$ cat config.mk
export PLATFORM = sky130hd
export DESIGN_NAME = gift_effect_ctrl
export DESIGN_NICKNAME = d
export VERILOG_FILES = /design/src/rtl/gift_pkg.sv /design/src/rtl/effect_timer.sv /design/src/rtl/gift_effect_ctrl.sv
export SDC_FILE = /design/constraint.sdc
export NUM_CORES = 1
export LEC_CHECK = 0
export ABC_AREA = 1
export BUFFER_PORTS_ARGS = -buffer_cell sky130_fd_sc_hd__buf_2
export CORE_UTILIZATION = 62
export DETAILED_ROUTE_END_ITERATION = 10
export PLACE_DENSITY_LB_ADDON = 0.08
export SETUP_SLACK_MARGIN = 0.2
export SLEW_MARGIN = 5
export SYNTH_ARGS = -nofsm -noshare
export SYNTH_HDL_FRONTEND = slang
export SYNTH_HIERARCHICAL = 1
export SYNTH_SLANG_ARGS = --single-unit
$ cat constraint.sdc
create_clock -name clock -period 3.49 [get_ports clock]
set_clock_uncertainty 0.05 [all_clocks]
set_input_delay 0.1745 -clock clock [delete_from_list [all_inputs] [get_ports clock]]
set_output_delay 0.1745 -clock clock [all_outputs]
set_load 0.05 [all_outputs]
$ cat src/rtl/gift_pkg.sv
// Shared definitions for the gift pipeline: kind encoding, level and timer widths.
package gift_pkg;

    typedef enum logic [2:0] {
        INC = 3'd0,
        DEC = 3'd1,
        SPU = 3'd2,
        SPD = 3'd3,
        HID = 3'd4,
        SOT = 3'd5,
        DRP = 3'd6,
        MUL = 3'd7
    } gift_kind_e;

    localparam int                LVL_W       = 2;
    localparam logic [LVL_W-1:0]  LVL_DEFAULT = 2'd1;
    localparam logic [LVL_W-1:0]  LVL_MAX     = 2'd3;
    localparam int                TMR_W       = 10;
    localparam int                CNT_W       = 8;

    typedef enum logic {
        TMR_IDLE,
        TMR_RUN
    } tmr_state_e;

    // Saturating one-step move of a level; never wraps at 0 or LVL_MAX.
    function automatic logic [LVL_W-1:0] lvl_step(input logic [LVL_W-1:0] lvl,
                                                  input logic             up);
        if (up)
            return (lvl == LVL_MAX) ? lvl : lvl + 1'b1;
        else
            return (lvl == '0) ? lvl : lvl - 1'b1;
    endfunction

endpackage

$ cat src/rtl/effect_timer.sv
// Reloadable frame-tick down-counter driving one timed effect flag.
//   state    | meaning
//   TMR_IDLE | count 0, effect off
//   TMR_RUN  | count > 0, effect on; decrements on tick
module effect_timer
    import gift_pkg::*;
#(
    parameter int DUR_TICKS = 600
) (
    input  logic clock,
    input  logic reset,
    input  logic clr,
    input  logic load,
    input  logic tick,
    output logic active
);

    tmr_state_e       state_q, state_d;
    logic [TMR_W-1:0] cnt_q, cnt_d;

    always_ff @(posedge clock) begin
        if (reset) begin
            state_q <= TMR_IDLE;
            cnt_q   <= '0;
        end else begin
            state_q <= state_d;
            cnt_q   <= cnt_d;
        end
    end

    always_comb begin
        state_d = state_q;
        cnt_d   = cnt_q;
        if (clr) begin
            state_d = TMR_IDLE;
            cnt_d   = '0;
        end else if (load && (DUR_TICKS != 0)) begin
            // Reload wins over a coincident tick; no accumulation.
            state_d = TMR_RUN;
            cnt_d   = TMR_W'(DUR_TICKS);
        end else if ((state_q == TMR_RUN) && tick) begin
            if (cnt_q <= TMR_W'(1)) begin
                state_d = TMR_IDLE;
                cnt_d   = '0;
            end else begin
                cnt_d   = cnt_q - 1'b1;
            end
        end
    end

    assign active = (state_q == TMR_RUN);

endmodule

$ cat src/rtl/gift_effect_ctrl.sv
// Turns caught-gift events into paddle/ball/brick effect state; lost clears effects.
module gift_effect_ctrl #(
    parameter int                          DUR_TICKS   = 600,
    parameter logic [gift_pkg::LVL_W-1:0]  LVL_DEFAULT = gift_pkg::LVL_DEFAULT
) (
    input  logic                        clock,
    input  logic                        reset,
    input  logic                        tick,
    input  logic                        lost,
    input  logic                        catch_valid,
    input  logic [2:0]                  catch_kind,
    output logic [gift_pkg::LVL_W-1:0]  pd_level,
    output logic [gift_pkg::LVL_W-1:0]  spd_level,
    output logic                        hide_on,
    output logic                        shoot_on,
    output logic                        drop_req,
    output logic                        multi_req,
    output logic [gift_pkg::CNT_W-1:0]  caught_cnt
);
    import gift_pkg::*;

    logic [LVL_W-1:0] pd_q, pd_d;
    logic [LVL_W-1:0] spd_q, spd_d;
    logic             drop_q, drop_d;
    logic             multi_q, multi_d;
    logic [CNT_W-1:0] cnt_q, cnt_d;
    logic             accept;
    gift_kind_e       kind;

    // A catch coincident with lost is dropped entirely.
    assign accept = catch_valid && !lost;
    assign kind   = gift_kind_e'(catch_kind);

    always_ff @(posedge clock) begin
        if (reset) begin
            pd_q    <= LVL_DEFAULT;
            spd_q   <= LVL_DEFAULT;
            drop_q  <= 1'b0;
            multi_q <= 1'b0;
            cnt_q   <= '0;
        end else begin
            pd_q    <= pd_d;
            spd_q   <= spd_d;
            drop_q  <= drop_d;
            multi_q <= multi_d;
            cnt_q   <= cnt_d;
        end
    end

    always_comb begin
        pd_d    = pd_q;
        spd_d   = spd_q;
        drop_d  = 1'b0;
        multi_d = 1'b0;
        cnt_d   = cnt_q;
        if (lost) begin
            pd_d  = LVL_DEFAULT;
            spd_d = LVL_DEFAULT;
        end else if (catch_valid) begin
            unique case (kind)
                INC:     pd_d    = lvl_step(pd_q, 1'b1);
                DEC:     pd_d    = lvl_step(pd_q, 1'b0);
                SPU:     spd_d   = lvl_step(spd_q, 1'b1);
                SPD:     spd_d   = lvl_step(spd_q, 1'b0);
                DRP:     drop_d  = 1'b1;
                MUL:     multi_d = 1'b1;
                default: ;
            endcase
            if (cnt_q != {CNT_W{1'b1}})
                cnt_d = cnt_q + 1'b1;
        end
    end

    effect_timer #(.DUR_TICKS(DUR_TICKS)) u_hide_tmr (
        .clock  (clock),
        .reset  (reset),
        .clr    (lost),
        .load   (accept && (kind == HID)),
        .tick   (tick),
        .active (hide_on)
    );

    effect_timer #(.DUR_TICKS(DUR_TICKS)) u_shoot_tmr (
        .clock  (clock),
        .reset  (reset),
        .clr    (lost),
        .load   (accept && (kind == SOT)),
        .tick   (tick),
        .active (shoot_on)
    );

    assign pd_level   = pd_q;
    assign spd_level  = spd_q;
    assign drop_req   = drop_q;
    assign multi_req  = multi_q;
    assign caught_cnt = cnt_q;

endmodule
Word-level counts from Yosys, hierarchy flattened
Index checks and enable logic that the tools add are counted.
{ "op_classes": {"reduce_logical": 24, "order_cmp": 2, "n_div": 0, "muxes": 20, "n_addsub": 7, "n_bitwise": 2, "mul": 0, "n_shift": 0, "eq_ne": 14} }
{ "ops": {"columns": ["op", "n"], "rows": [
  ["10-bit 2-to-1 mux", 6],
  ["10-bit by 1-bit less-or-equal comparator with 1-bit output (second input constant)", 2],
  ["10-bit by 1-bit subtractor with 10-bit output (second input constant)", 2],
  ["3-bit == test (second input constant)", 4],
  ["2-bit nonzero test", 6],
  ["3-bit OR reduction", 3],
  ["8-bit by 1-bit adder with 8-bit output (second input constant)", 1],
  ["1-bit 2-to-1 mux", 8],
  ["2-bit 2-to-1 mux", 4],
  ["2-bit != test (second input constant)", 4],
  ["8-bit != test (second input constant)", 1],
  ["2-bit one-hot mux with 2 select lines", 2],
  ["4-bit AND reduction", 2],
  ["3-bit by 2-bit == test with 1-bit output (second input constant)", 2],
  ["1-bit logical AND", 5],
  ["2-bit by 1-bit adder with 2-bit output (second input constant)", 2],
  ["2-bit == test (second input constant)", 2],
  ["2-bit logical NOT", 2],
  ["2-bit AND reduction", 2],
  ["2-bit by 1-bit subtractor with 2-bit output (second input constant)", 2],
  ["3-bit by 1-bit == test with 1-bit output (second input constant)", 1],
  ["3-bit logical NOT", 1],
  ["3-bit AND reduction", 1],
  ["1-bit NOT", 2],
  ["2 further kinds", 2]
]} }
{ "word_totals": {"ramBits": 0, "elab_cells": 80, "inputBits": 8, "latchBits": 0, "n_memories": 0, "romBits": 0, "regBits": 36} }

Depth between registers and ports, before layout
{ "depth": {"ltp_word": 5, "mapped_depth": 9, "ltp_nobuf": 9} }

Hierarchy
Netlist, hierarchy kept.
{ "by_module_without_submodules": {"columns": ["module", "area_each_um2", "cells_per_inst", "instances"], "rows": [
  ["effect_timer", 626.9, 95, 2],
  ["gift_effect_ctrl", 833.3, 132, 1]
]} }

Worst setup path after synthesis
No wires, ideal clock.
{ "synth_path": {"path_kind": "reg-to-reg", "start": "register cnt_q[0] (netlist: caught_cnt[0])", "end": "register cnt_q[2] (netlist: caught_cnt[2])", "path_buffers": 0, "path_slack_ns": 1.872, "setup_ns": 0.056, "stages_incl_launch_ff": 10, "t_arrival_ns": 1.513, "required_ns": 3.384, "path_cell_list": "dfxtp_1 > ha_1 > inv_2 > nor2_4 > nand2_4 > nand2_4 > nand2_1 > o21ai_1 > nand2_1 > inv_1"} }
{ "synth_via": {"elab_chain_len": 2} }
{ "synth_rtl": {"columns": ["element", "line", "text"], "rows": [
  ["start: declaration", "gift_effect_ctrl.sv:26", "logic [CNT_W-1:0] cnt_q, cnt_d;"],
  ["start signal: assignment", "gift_effect_ctrl.sv:46", "cnt_q <= cnt_d;"],
  ["branches (longest 2 deep; another with 8-bit by 1-bit adder with 8-bit output)", null, null]
]} }
Parallel ways; which one is timed is not known.
A chain may end at the register's enable or synchronous reset.

Worst setup path after layout
{ "layout_path": {"start": "input lost", "end": "register u_hide_tmr.cnt_q[5]"} }
{ "layout_via": {"elab_chain_len": 4} }
{ "layout_rtl": {"columns": ["element", "line", "text"], "rows": [
  ["start: declaration", "gift_effect_ctrl.sv:9", "input logic lost,"],
  ["1-bit logical NOT", "gift_effect_ctrl.sv:31", "assign accept = catch_valid && !lost;"],
  ["1-bit logical AND", "gift_effect_ctrl.sv:31", null],
  ["1-bit logical AND", "gift_effect_ctrl.sv:78", ".load (accept && (kind == HID)),"],
  ["3-bit OR reduction (no line) (*)", null, null],
  ["end signal: assignment", "effect_timer.sv:27", "cnt_q <= cnt_d;"],
  ["end: declaration", "effect_timer.sv:19", "logic [TMR_W-1:0] cnt_q, cnt_d;"]
]} }
Mark *: on every way between the ends. The rest lies on a longest branch, timed or not.

==> results_dict.tcl <==
set metrics [dict create \
    outcome "completed" \
    yosysMostFrequentCell "sky130_fd_sc_hd__nand2_1" \
    arrival_ns 1.82 \
    layout-area-overhead-vs-synth_pct 10.19 \
    clk-insertion-delay-late_ns 0.34 \
    num-nets-final 362 \
    post-route-drc-count 0 \
    syn-mean-instance-area_um2 6.481 \
    combinational_family_with_the_most_area_after_synthesis "simple AND/OR/NAND/NOR gates" \
    cts.sink_count 36 \
    clock_path_buffers 2 \
    fraction_of_the_mapped_netlist_area_in_compound_gates 0.09353 \
    path_cells "buf_2 > nor2_2 > nand2_1 > nor3_1 > nor2_1 > nand2_1 > a21oi_1" \
    detailroute.via_count 2016 \
    synth_seq_cells 36 \
    die-area_mm2 0.003602 \
    worstSetupPathType "in -> reg" \
    synth_adder_area_share 0.02998 \
    initial_antenna_violation_count 0 \
    timing.critical_path.fanout_max 11 \
    finish.cell_count_without_fillers 394 \
    post_cts_resize_count 0 \
    yosysWarnings 6 \
    ys_top_cells_by_count "sky130_fd_sc_hd__nand2_1 (85), sky130_fd_sc_hd__inv_1 (43), sky130_fd_sc_hd__dfxtp_1 (36), sky130_fd_sc_hd__nor2_1 (34), sky130_fd_sc_hd__nand3_1 (31)" \
    final_cell_area_excluding_filler_cells_mm2 0.002300 \
    max_slew.worst_pin.slew_ns 0.5976 \
    place_inst 386 \
    final_antenna_net_count 0 \
    clock_tree.htree_level_count 2 \
    finalHoldViolCount 0 \
    synth.area.top_cells "sky130_fd_sc_hd__dfxtp_1 (35%), sky130_fd_sc_hd__nand2_1 (15%), sky130_fd_sc_hd__inv_1 (7.7%)" \
    worst_ir_drop_vdd_mv 0.2195 \
    detailedPlace.worstSlack_ns 1.556 \
    syn-instance-count 322 \
    timing.final.ws_setup_ns 1.860 \
    grt_util_all_layers 0.2617 \
    synth_xor_area_frac 0.01679 \
    die_h_um 60.02 \
    muxShareOfSynthArea 0 \
    grt_pass1_wl_um 7113 \
    post_synthesis_simple_gate_area_fraction 0.4203 \
    finalMaxSlewViolations 0 \
    drt-pass1-iter-count 4 \
    clk_pin_slew_worst_paths_ns 0.11 \
    post-synth-top-area-cell "sky130_fd_sc_hd__dfxtp_1" \
    area_share_of_the_largest_cell_type_after_synthesis 0.3453 \
    crit_path_top_delay_cell "sky130_fd_sc_hd__nor3_1" \
    cell_repeated_most_along_the_worst_path "sky130_fd_sc_hd__nand2_1" \
    period_utilization_post_route 0.4672 \
    gpl.final_weighted_congestion 0.9121 \
    synth_flop_cell "sky130_fd_sc_hd__dfxtp_1" \
    cts-root-buf "sky130_fd_sc_hd__clkbuf_4" \
    insertedDiodeCount 0 \
    rsz_0062_raised_after_global_routing "false" \
    grt_start_max_net_pins 12 \
    syn-cell-area_mm2 0.002087 \
    cellLeakagePower_nw 1.030 \
    timing.final.setup_violations 0 \
    cts_hold_buffers 0 \
    cts-buffers-inserted 5 \
    avgRoutedWirePerCell_um 10.47 \
    layout_min_cycle_time_ns 1.630 \
    timing.max_cap.violations 0 \
    cts_tree "done" \
    port_buffers 23 \
    io_pins 24 \
    placement.cell_area_mm2 0.002241 \
    layout-drive-gt1-share 0.1714 \
    timing.fmax_mhz 613.3 \
    worst_path_largest_cell_delay_ns 0.50 \
    hold_path.class "in -> reg" \
    timing.critical_path.from_type "input pin" \
    chip_width_um 60.02 \
    yosysUniqueCellTypes 30 \
    cts_setup_buffers 0 \
    place.detailed.hpwl_um 3109 \
    synth.net_count 335 \
    max-slew-margin-rel 0.5985 \
    required_ns 3.68 \
    grt.overflow.total 0 \
    coreArea_mm2 0.003128 \
    asyncSetResetFlopFracSynth 0 \
    cellPowerDensity_mw_per_mm2 311.7 \
    start_util 0.6672 \
    timing.critical_path.to_type "register" \
    synth-seq-area-share 0.3453 \
    std_cell_rows 20 \
    route.final.wire_length_um 4127 \
    synth_enable_flop_cells 0 \
    first_global_vias 1792 \
    final.setup.tns_ns 0 \
    detail_route.vias_per_cell 5.117 \
    drt-initial-drc-count 149 \
]
==> worst max-delay path: cells and delay by family <==
family / cells / cell delay [ns]
simple gates: 5 / 1.45
buf+inv: 1 / 0.13
compound gates: 1 / 0.06
==> state kept, by name, summed over array words and instances (netlist names) <==
signal and count:
u_shoot_tmr/active 1, u_shoot_tmr/cnt_q 10, multi_req 1, u_hide_tmr/cnt_q 10, caught_cnt 8, spd_level 2
pd_level 2, drop_req 1, u_hide_tmr/active 1
==> layout make-up <==
type	count	area (um2)
Multi-Input combinational cell	235	1170
Fill cell	269	828.3
Sequential cell	36	720.7
Inverter	48	180.2
Timing Repair Buffer	23	115.1
Clock buffer	8	58.81
Tap cell	44	55.05
==> report_power, final <==
group / leakage (nW) / switching [mW] / internal, mW
sequential: 0.291 / 0.00352 / 0.414
clock: 0.0326 / 0.137 / 0.0994
combinational: 0.707 / 0.0442 / 0.0178
==> cells by family (layout without fill, tap and decap cells) <==
group | Yosys count | after routing
AND/OR/NAND/NOR | 190 | 190
buffers and inverters | 51 | 79
AO/OA/AOI/OAI | 36 | 36
flip-flops | 36 | 36
adder cells (fa/ha/maj) | 5 | 5
XOR/XNOR | 4 | 4
==> cells in the final DEF, fill, tap and decap left out, drive strengths merged, types with 8 or more instances in the layout <==
master,count
nand2,92
clkbuf,8
buf,23
nand3,31
inv,47
nor2,51
a21oi,25
o21ai,8
dfxtp,36
==> routing by layer <==
layer	vias to the layer above	GRT usage	wire length, um
met4	0	0.09302	64
met1	894	0.3324	2058
met2	44	0.4286	1821
li1	1069	-	-
met3	9	0.06494	182
met5	-	0	0
==> per-stage QoR <==
step	power (mW)	util	hold WS, ns
6_report	0.7168	0.7352	0.05097
5_1_grt	0.7423	0.7352	0.05290
4_1_cts	0.7206	0.7352	0.03789
3_5_place_dp	0.4887	0.7164	0.4110
3_3_place_gp	0.4874	0.7164	0.4043
2_1_floorplan	0.4725	-	0.2684
==> final timing paths <==
| check | startpoint | cells after the start | end | slack, ns |
|---|---|---|---|---|
| worst min register to register | u_shoot_tmr/cnt_q[5] | 2 | u_shoot_tmr/cnt_q[5] | 0.43 |
| worst max register to register | u_shoot_tmr/cnt_q[0] | 9 | u_shoot_tmr/cnt_q[5] | 2.00 |
| worst max-delay path | lost | 7 | u_hide_tmr/cnt_q[5] | 1.86 |
| worst min-delay path | catch_kind[0] | 2 | drop_req | 0.05 |
No activity file was read; power rests on OpenSTA's default activity.
